## config.mk

```make
export PLATFORM = sky130hd
export DESIGN_NAME = display7_scan
export DESIGN_NICKNAME = d
export VERILOG_FILES = /design/src/rtl/display7_scan.sv
export SDC_FILE = /design/constraint.sdc
export NUM_CORES = 1
export LEC_CHECK = 0
export BUFFER_PORTS_ARGS = -buffer_cell sky130_fd_sc_hd__buf_4
export CAP_MARGIN = 20
export CORE_MARGIN = 1
export CORE_UTILIZATION = 55
export CTS_CLUSTER_SIZE = 16
export DETAILED_ROUTE_END_ITERATION = 8
export PLACE_DENSITY = 0.87
export SETUP_SLACK_MARGIN = 0.15
export SYNTH_ARGS = -nofsm -noshare
export SYNTH_HDL_FRONTEND = slang
export SYNTH_SLANG_ARGS = --single-unit
```

## constraint.sdc

```tcl
create_clock -name clk -period 3.3 [get_ports clk]
set_input_delay 0.495 -clock clk [delete_from_list [all_inputs] [get_ports clk]]
set_output_delay 0.495 -clock clk [all_outputs]
set_load 0.03 [all_outputs]
```

## src/rtl/display7_scan.sv

```systemverilog
// display7_scan: time-multiplexed 7-segment driver.
// Latches a packed hex word on request, decodes the full 0-F set and scans
// one digit per slot. It provides blanking, decimal points, leading-zero
// suppression and dead time between slots to stop ghosting.
module display7_scan #(
    parameter int DIGITS         = 4,
    parameter int CLK_DIV        = 100000,
    parameter int DEAD           = 1,
    parameter bit SEG_ACTIVE_LOW = 1'b1,
    parameter bit AN_ACTIVE_LOW  = 1'b1
) (
    input  logic                  clk,
    input  logic                  rst,
    input  logic [4*DIGITS-1:0]   iData,
    input  logic                  iLoad,
    input  logic [DIGITS-1:0]     iDp,
    input  logic [DIGITS-1:0]     iBlank,
    input  logic                  iLzs,
    output logic [6:0]            oSeg,
    output logic                  oDp,
    output logic [DIGITS-1:0]     oAn
);

    localparam int CW = ($clog2(CLK_DIV) > 0) ? $clog2(CLK_DIV) : 1;
    localparam int IW = ($clog2(DIGITS) > 0) ? $clog2(DIGITS) : 1;

    // Shadow copy of the display request
    logic [4*DIGITS-1:0] sh_data;
    logic [DIGITS-1:0]   sh_dp;
    logic [DIGITS-1:0]   sh_blank;
    logic                sh_lzs;

    // Scan position
    logic [CW-1:0] cnt;
    logic [IW-1:0] idx;

    // Combinational view of the digit in the current slot
    logic [3:0]        cur_nib;
    logic              cur_dp;
    logic              cur_dark;
    logic [DIGITS-1:0] an_hi;
    logic [DIGITS-1:0] lz_mask;
    logic              zero_run;
    logic [6:0]        seg_hi;
    logic              dp_hi;
    logic [DIGITS-1:0] an_next;

    // Active-high gfedcba pattern for one hex nibble
    function automatic logic [6:0] hex_decode(input logic [3:0] v);
        logic [6:0] s;
        case (v)
            4'h0:    s = 7'h3F;
            4'h1:    s = 7'h06;
            4'h2:    s = 7'h5B;
            4'h3:    s = 7'h4F;
            4'h4:    s = 7'h66;
            4'h5:    s = 7'h6D;
            4'h6:    s = 7'h7D;
            4'h7:    s = 7'h07;
            4'h8:    s = 7'h7F;
            4'h9:    s = 7'h6F;
            4'hA:    s = 7'h77;
            4'hB:    s = 7'h7C;
            4'hC:    s = 7'h39;
            4'hD:    s = 7'h5E;
            4'hE:    s = 7'h79;
            default: s = 7'h71;
        endcase
        return s;
    endfunction

    // Capture the request into the shadow registers on iLoad
    always_ff @(posedge clk) begin
        // NOTE: these are a handful of flops rather than a RAM, so they take
        // a reset; the display then reads as zero straight after reset.
        if (rst) begin
            sh_data  <= '0;
            sh_dp    <= '0;
            sh_blank <= '0;
            sh_lzs   <= 1'b0;
        end else if (iLoad) begin
            sh_data  <= iData;
            sh_dp    <= iDp;
            sh_blank <= iBlank;
            sh_lzs   <= iLzs;
        end
    end

    // Prescaler: advance to the next digit every CLK_DIV cycles
    always_ff @(posedge clk) begin
        // NOTE: non-blocking assignments keep cnt and idx updating from the
        // same pre-edge values, independent of statement order.
        if (rst) begin
            cnt <= '0;
            idx <= '0;
        end else if (cnt == CW'(CLK_DIV - 1)) begin
            cnt <= '0;
            idx <= (idx == IW'(DIGITS - 1)) ? '0 : idx + IW'(1);
        end else begin
            cnt <= cnt + CW'(1);
        end
    end

    // Select the current digit and work out whether it is dark
    always_comb begin
        // NOTE: every output of this block gets a default first, so no path
        // leaves one unassigned and no latch is inferred.
        cur_nib  = 4'h0;
        cur_dp   = 1'b0;
        cur_dark = 1'b0;
        an_hi    = '0;
        lz_mask  = '0;
        zero_run = 1'b1;
        // lz_mask[k] is set when nibbles k..DIGITS-1 are all zero
        for (int k = DIGITS - 1; k >= 0; k--) begin
            zero_run   = zero_run & (sh_data[4*k +: 4] == 4'h0);
            lz_mask[k] = zero_run;
        end
        for (int k = 0; k < DIGITS; k++) begin
            if (idx == IW'(k)) begin
                cur_nib  = sh_data[4*k +: 4];
                cur_dp   = sh_dp[k];
                cur_dark = sh_blank[k] | (sh_lzs & (k != 0) & lz_mask[k]);
                an_hi[k] = 1'b1;
            end
        end
        seg_hi  = cur_dark ? 7'h00 : hex_decode(cur_nib);
        dp_hi   = cur_dp & ~cur_dark;
        an_next = (cnt < CW'(DEAD)) ? '0 : an_hi;
    end

    // Register the pins, applying the board polarity
    always_ff @(posedge clk) begin
        if (rst) begin
            oSeg <= {7{SEG_ACTIVE_LOW}};
            oDp  <= SEG_ACTIVE_LOW;
            oAn  <= {DIGITS{AN_ACTIVE_LOW}};
        end else begin
            oSeg <= seg_hi ^ {7{SEG_ACTIVE_LOW}};
            oDp  <= dp_hi ^ SEG_ACTIVE_LOW;
            oAn  <= an_next ^ {DIGITS{AN_ACTIVE_LOW}};
        end
    end

endmodule

```

Yosys cells after proc, flatten, opt, wreduce, memory -nomap -nowiden --
Memories as Yosys holds them, arrays and structs flattened. Index checks and enable logic that the tools add are counted.
Storage, ports and cells: register bits after elaboration 56, bits in latches 0, bits in writable memories 0, memory bits (read-only) 112, output and inout bits 12, memories 1
Cells by class: $add $sub $neg 2, multiply operators 0, div/mod/pow operators 0, $lt $le $gt $ge 1, equal/unequal tests 4, shift-type cells 0, muxes and demuxes 19, bitwise operators 13, reduce and logical (&&, ||, !) cells 5
Memory list:
- (name not given) | depth 16, bits a word 7, rd ports 1, clocked after Yosys merged registers in 0, write ports 0, line 51 | case (v)
Operators by type and width (number):
- $mux W4 | 5
- $add A17 B1 Y17 const B | 1
- $eq A17 B17 Y1 const B | 1
- $lt A17 B1 Y1 const B | 1
- $logic_not A4 Y1 | 3
- $mux W1 | 12
- $mux W7 | 1
- $not A7 Y7 | 1
- $and A1 B1 Y1 | 6
- $eq A2 B2 Y1 const B | 2
- $not A4 Y4 | 1
- $or A1 B1 Y1 | 3
- $add A2 B1 Y2 const B | 1
- $eq A2 B1 Y1 const B | 1
- $logic_not A2 Y1 | 1
- $mux W2 | 1
- $not A1 Y1 | 2
- $reduce_or A2 Y1 | 1

Depth between registers and ports, before layout --
Gate-level depths: netlist (run 1).
word-level depth 11, depth in mapped cells 11

Least setup slack after synthesis (run 1) --
OpenSTA, ideal clock, no wires.
path type register -> register, start point register idx[1], end point register oSeg[3], library setup time 0.124 ns, arrival time 2.182 ns, data required time 3.176 ns, path slack 0.994 ns, stages on the path, launching flop included 12, clock period less this slack 2.306 ns, cells stage by stage dfxtp_1 -> inv_1 -> ha_1 -> buf_4 -> nand3b_1 -> a221oi_1 -> inv_1 -> ha_1 -> inv_1 -> nor2_1 -> a211oi_1 -> o21ai_1
Between the ends: longest elaborated chain between the ends 8
RTL lines:
- start, declared | line 35 | logic [IW-1:0] idx;
- start signal, assigned | line 98 | idx <= (idx == IW'(DIGITS - 1)) ? '0 : idx + IW'(1);
- $logic_not A2 Y1 | line 120 | if (idx == IW'(k)) begin
- $mux W4 (4 in a row) | line 120
- $mem_v2 Z16 W7
- $mux W7 (*) | line 127 | seg_hi = cur_dark ? 7'h00 : hex_decode(cur_nib);
- $not A7 Y7 (no source line) (*)
- end signal, assigned | line 135 | oSeg <= {7{SEG_ACTIVE_LOW}};
- end signal, assigned | line 139 | oSeg <= seg_hi ^ {7{SEG_ACTIVE_LOW}};
- end, declared | line 19 | output logic [6:0] oSeg,
Mark *: on every way between the ends. The rest lies on a longest branch, timed or not. A chain may end at the register's enable or synchronous reset.

Worst setup path in the final report (run 1) --
start point register idx[1], end point register oSeg[0]
The elaborated chain is that of the path after synthesis.

==> results.json, run 1 <==
{
  "synthFlopType": "dfxtp_1",
  "design.core.area_sq_um": 4440,
  "synth_area_leaders": "dfxtp_1 (43%), mux2i_1 (11%), nor2_1 (7.3%), ha_1 (5.3%), xor2_1 (3.4%)",
  "hp-class": "input port to flop",
  "fmax_mhz": 418,
  "synth_area_sq_um": 2610,
  "cts_tree": "yes",
  "drive_gt1_frac": 0.175,
  "critPathMaxStageDelay_ns": 0.76,
  "status": "complete, no violations",
  "numCtsBuffers": 5,
  "endpoint_kind": "flop",
  "root_buffer": "clkbuf_8",
  "worst_r2r_startpoint": "idx[1]$_SDFFE_PP0P_",
  "slew-limit-headroom": 0.432,
  "nNetsFinal": 353,
  "fin_crit_ns": 2.39,
  "final_cell_mix": "dfxtp_1 (56), nor2_1 (51), buf_4 (41)",
  "r2r_cells": 6,
  "yosys.area_share.xor_xnor": 0.0504,
  "start_util": 0.586,
  "synth-adder-area-share": 0.0528,
  "cts.hold.buffers_added": 0,
  "yosys.area.top_type": "dfxtp_1",
  "wl_per_cell_um": 13.9,
  "r2r-end": "oSeg[0]$_SDFF_PP1_",
  "syn_area_per_cell_sq_um": 9.27,
  "synth_compound_area_frac": 0.0744,
  "die-area_sq_um": 5020,
  "drc": 0,
  "dpl.hpwl_um": 3600,
  "hold_violations": 0,
  "synth_top_family_by_area": "simple AND/OR/NAND/NOR gates",
  "critPathRequiredTime_ns": 3.49,
  "synthSimpleGateAreaFrac": 0.224,
  "area_growth_pct": 15.1,
  "critical-path-top-delay-family": "compound AO/OA/AOI/OAI gates",
  "crit_path_max_fanout": 18,
  "critPathKind": "flop to flop",
  "antenna_found_initial": 0,
  "grtUsageTotal": 0.222,
  "slew_viol_final": 0,
  "grt_pass1_wl_um": 8810,
  "diodes": 0,
  "worst_pin_slew_ns": 0.852,
  "overflow": 0,
  "synth_edf_count": 0,
  "holdPathEnd": "sh_data[10]$_SDFFE_PP0P_",
  "htreeDepth": 2,
  "clock_latency_ns": 0.31,
  "grt_max_degree": 32,
  "post_cts_buffers": 0,
  "fillers": 377,
  "finalCoreUtilization": 0.675,
  "total_power_mw": 1.38,
  "fin_crit_sh": 0.725,
  "io_pins": 40,
  "critPathSlowestCell": "a311oi_2",
  "drt_wl_total_um": 5090,
  "synth.area.mux_share": 0.112,
  "start_kind": "flop",
  "rsz0062_at_grt": "no",
  "ir_drop_mv": 0.252,
  "ctsResizeCount": 0,
  "drt-vias-per-instance": 5.50,
  "worstPathArrival_ns": 2.59,
  "synth_top_area_share": 0.430,
  "maxCapViolCount": 0,
  "hp-start": "iData[10]",
  "netlist_instances": 281,
  "ys_async_sr_fraction": 0,
  "final_common_cell": "dfxtp_1",
  "whs_path_depth": 3,
  "skew_ns": 0.00559,
  "die_height_um": 70.8,
  "synth_cell_types": 44,
  "place_congestion": 0.885,
  "cp_cell_sequence": "ha_1 -> nor3b_1 -> a311oi_2 -> nand2b_1 -> o22ai_1 -> o21ai_1",
  "drtPass1Iterations": 7,
  "ys_seq_elements": 56,
  "portBuffers": 39,
  "seq_area_frac_synth": 0.430,
  "first_global_vias": 1923,
  "die_w_um": 70.8,
  "vias": 2019,
  "worst-r2r-setup-slack_ns": 0.91,
  "cts_sinks": 56,
  "yosys_warnings": 0,
  "setup-tns-final_ns": 0,
  "ant_nets": 0,
  "cellLeakagePower_nw": 1.30,
  "rows": 24,
  "finalSetupViolCount": 0,
  "powerDensity_nw_per_um2": 458,
  "path_clk_slew_ns": 0.09,
  "clock_path_buffers": 2,
  "crit_buf_inv": 0,
  "syn-num-nets": 320,
  "drt-initial-drc-count": 158
}
[metal layers]
metal	wire, um	global-route usage
met5	0	0
met4	74	0.0889
met3	239	0.0584
met2	2430	0.340
met1	2340	0.299
[kinds of logic (layout without fill, tap and decap cells)]
family / after synthesis / count (layout)
simple gates: 117 / 117
flops: 56 / 56
mux: 29 / 29
compound gates: 27 / 27
buf+inv: 26 / 60
xor+xnor: 15 / 15
fa+ha+maj: 11 / 11
[synth_stat cells (2+ instances only)]
master	instances
a211oi_1	4
buf_2	5
or4_1	2
nor4_1	5
dfxtp_1	56
ha_1	11
buf_6	2
nor3b_1	5
clkbuf_1	4
nor3_1	3
nor2b_1	2
o221ai_1	3
o21ai_1	2
nand3b_1	5
nand2_1	20
buf_4	3
xor2_1	10
nand2b_1	4
and3_1	4
a21oi_1	4
inv_1	11
o21ai_0	5
xnor2_1	5
mux2i_1	28
nand4_1	3
nand3_1	7
nor2_1	51
[power breakdown]
group          total, mW  switching, mW  internal [mW]
Clock              0.481          0.214          0.268
Combinational      0.166         0.0871         0.0786
Sequential         0.728         0.0208          0.707
[per-stage QoR]
stage	instances	worst slack, ns	hold WS [ns]	area (sq um)
4_1_cts	367	0.943	0.408	3000
2_1_floorplan	281	0.994	0.449	2610
5_1_grt	367	0.690	0.410	3000
3_3_place_gp	359	1.07	0.475	2870
3_5_place_dp	359	0.967	0.486	2870
6_report	367	0.906	0.414	3000
[how the worst max path moves through the flow]
stage               cells past startpoint  slack [ns]            endpoint           startpoint
detailed placement                     10        0.97  oSeg[3]$_SDFF_PP1_  idx[0]$_SDFFE_PP0P_
finish                                  6        0.91  oSeg[0]$_SDFF_PP1_  idx[1]$_SDFFE_PP0P_
floorplan                              11        0.99  oSeg[3]$_SDFF_PP1_  idx[1]$_SDFFE_PP0P_
global placement                       10        1.07  oSeg[3]$_SDFF_PP1_  idx[0]$_SDFFE_PP0P_
CTS                                    10        0.94  oSeg[3]$_SDFF_PP1_  idx[0]$_SDFFE_PP0P_
global route                            6        0.69  oSeg[5]$_SDFF_PP1_  idx[0]$_SDFFE_PP0P_
[worst register-to-register path, cell delays in order, from the launching register on]
cell	delay (ns)
dfxtp_1	0.41
ha_1	0.50
nor3b_1	0.13
a311oi_2	0.76
nand2b_1	0.21
o22ai_1	0.20
o21ai_1	0.08
[cell type report]
class | instances | area, sq um | share of cell area
multi-input cells | 199 | 1340 | 0.446
well taps | 52 | 65.1 | 0.0217
repair buffers | 41 | 308 | 0.103
inverters | 11 | 41.3 | 0.0138
flip-flops and latches | 56 | 1120 | 0.374
clock buffers | 7 | 96.3 | 0.0321
clock inverters | 1 | 30.0 | 0.0100
[flip-flops by register name (all words and copies together) (netlist names)]
name      flops
sh_dp         4
sh_lzs        1
oSeg          7
idx           2
oAn           4
sh_blank      4
cnt          17
oDp           1
sh_data      16
No activity file was read; power rests on OpenSTA's default activity.
==> inputs of run 2 (changes only) <==
clock period = 2.4 ns   (was 3.3 ns; I/O delays follow)
==> results.json, run 2 (same netlist as run 1, synthesis figures left out) <==
{
  "dpl.hpwl_um": 3790,
  "skew_ns": 0.00563,
  "regMostFlops": "cnt",
  "die_height_um": 70.8,
  "combinationalPowerShare": 0.137,
  "vias": 2094,
  "worst_pin_slew_ns": 0.453,
  "reg_top3": "cnt: 17 flops, sh_data: 16 flops, oSeg: 7 flops",
  "final_common_cell": "dfxtp_1",
  "drtPass1Iterations": 6,
  "cts.hold.buffers_added": 0,
  "root_buffer": "clkbuf_8",
  "critPathSlowestCell": "dfxtp_2",
  "largest_reg_flops": 17,
  "total_power_mw": 1.75,
  "cellLeakagePower_nw": 1.32,
  "numCtsBuffers": 5,
  "critPathMaxStageDelay_ns": 0.37,
  "grt_pass1_wl_um": 8630,
  "worst_r2r_startpoint": "idx[1]$_SDFFE_PP0P_",
  "clock_path_buffers": 2,
  "worstPathArrival_ns": 2.29,
  "first_global_vias": 1917,
  "nNetsFinal": 362,
  "post-place-ws_ns": 0.173,
  "p_sw_frac": 0.245,
  "rows": 24,
  "die-area_sq_um": 5020,
  "critPathRequiredTime_ns": 2.59,
  "clock_latency_ns": 0.30,
  "start_kind": "flop",
  "io_pins": 40,
  "fin_area_sq_um": 3050,
  "drt_wl_total_um": 5350,
  "path_clk_slew_ns": 0.09,
  "start_util": 0.586,
  "power_switching_uw": 430,
  "cp_cell_sequence": "inv_1 -> ha_1 -> buf_4 -> nand3b_1 -> a311oi_1 -> buf_4 -> nand2b_1 -> and3_1 -> o21ai_1",
  "diodes": 0,
  "fin_crit_ns": 2.10,
  "antenna_found_initial": 0,
  "grtUsageTotal": 0.218,
  "whs_ns": 0.288,
  "portBuffers": 39,
  "slew_viol_final": 0,
  "violations": "design-rule violations",
  "ir_drop_mv": 0.372,
  "final_cell_mix": "dfxtp_1 (54), nor2_1 (51), buf_4 (50)",
  "power_frac_seq": 0.571,
  "fin_crit_sh": 0.875,
  "overflow": 0,
  "cts_tree": "yes",
  "fmax_mhz": 476,
  "powerDensity_nw_per_um2": 576,
  "dpl_cell_area_sq_um": 2930,
  "maxCapViolCount": 0,
  "setup-tns-final_ns": 0,
  "crit_buf_inv": 3,
  "hold_violations": 0,
  "drt-initial-drc-count": 150,
  "drive_gt1_frac": 0.207,
  "htreeDepth": 2,
  "cts_sinks": 56,
  "critical-path-top-delay-family": "buffers and inverters",
  "drt-vias-per-instance": 5.57,
  "cp_common_cell": "buf_4",
  "worst_slack_ns": 0.301,
  "drc": 8,
  "internal-power_mw": 1.32,
  "place_congestion": 0.850,
  "hp-start": "iBlank[0]",
  "status": "finished, violations left",
  "wl_per_cell_um": 14.2,
  "ant_nets": 0,
  "crit_path_max_fanout": 11,
  "slew-limit-headroom": 0.695,
  "die_w_um": 70.8,
  "design.core.area_sq_um": 4440,
  "hp-class": "input port to flop",
  "area_growth_pct": 16.9,
  "endpoint_kind": "flop",
  "clockPowerShare": 0.292,
  "fillers": 350,
  "grt_max_degree": 32,
  "rsz0062_at_grt": "no",
  "crit_path_start": "idx[1]$_SDFFE_PP0P_",
  "finalSetupViolCount": 0,
  "critPathKind": "flop to flop"
}
run 2: cell count changes in the layout (fill, tap and decap cells not counted):
cell / previous run / this run
dfxtp_1: 56 / 54
clkbuf_1: 0 / 2
buf_4: 41 / 50
clkbuf_8: 7 / 6
dfxtp_2: 0 / 2
bufinv_16: 1 / 0
ha_2: 0 / 2
ha_1: 11 / 9
a221oi_1: 1 / 0
a221oi_2: 0 / 1
run 2: path summary, 6_finish.rpt:
path	to	slack, ns	depth (start not counted)
setup / recovery	oSeg[0]$_SDFF_PP1_	0.30	9
hold / removal	sh_blank[0]$_SDFFE_PP0P_	0.29	3
setup reg to reg	oSeg[0]$_SDFF_PP1_	0.30	9
hold reg to reg	sh_dp[2]$_SDFFE_PP0P_	0.50	2
run 2: timing repair:
item,CTS,global route
buffers inserted,3,0
pin swaps,1,0
endpoints found under the setup margin,1,3
resized for setup,0,4
run 2: through the flow:
stage | utilization | std cells
after detailed placement | 0.658 | 365
after CTS | 0.684 | 376
after global placement | 0.658 | 365
after floorplan | - | 281
final | 0.685 | 376
after global routing | 0.685 | 376
run 2: final cells by class:
type | count | area (sq um) | share of cell area
timing repair buffer | 50 | 375 | 0.123
multi-input combinational | 199 | 1350 | 0.443
inverter | 11 | 41.3 | 0.0136
clock buffer | 8 | 90.1 | 0.0296
sequential | 56 | 1120 | 0.369
tap | 52 | 65.1 | 0.0214
run 2: worst min-delay path: stages:
cell and delay (ns):
buf_4 0.08, mux2i_1 0.05, nor2_1 0.07
run 2: power groups by stage:
stage,Sequential (mW),Combinational (mW),Clock [mW]
global route,1.01,0.261,0.559
finish,1.00,0.240,0.512
detailed placement,1.02,0.233,0
floorplan,1.04,0.126,0
CTS,1.00,0.238,0.518
global placement,1.02,0.227,0
run 2: per-layer routing:
| metal | routed length [um] | global-route usage | up-vias |
|---|---|---|---|
| met5 | 0 | 0 | - |
| met1 | 2430 | 0.271 | 971 |
| met2 | 2530 | 0.372 | 69 |
| met3 | 277 | 0.0484 | 10 |
| li1 | - | - | 1044 |
| met4 | 110 | 0.0800 | 0 |
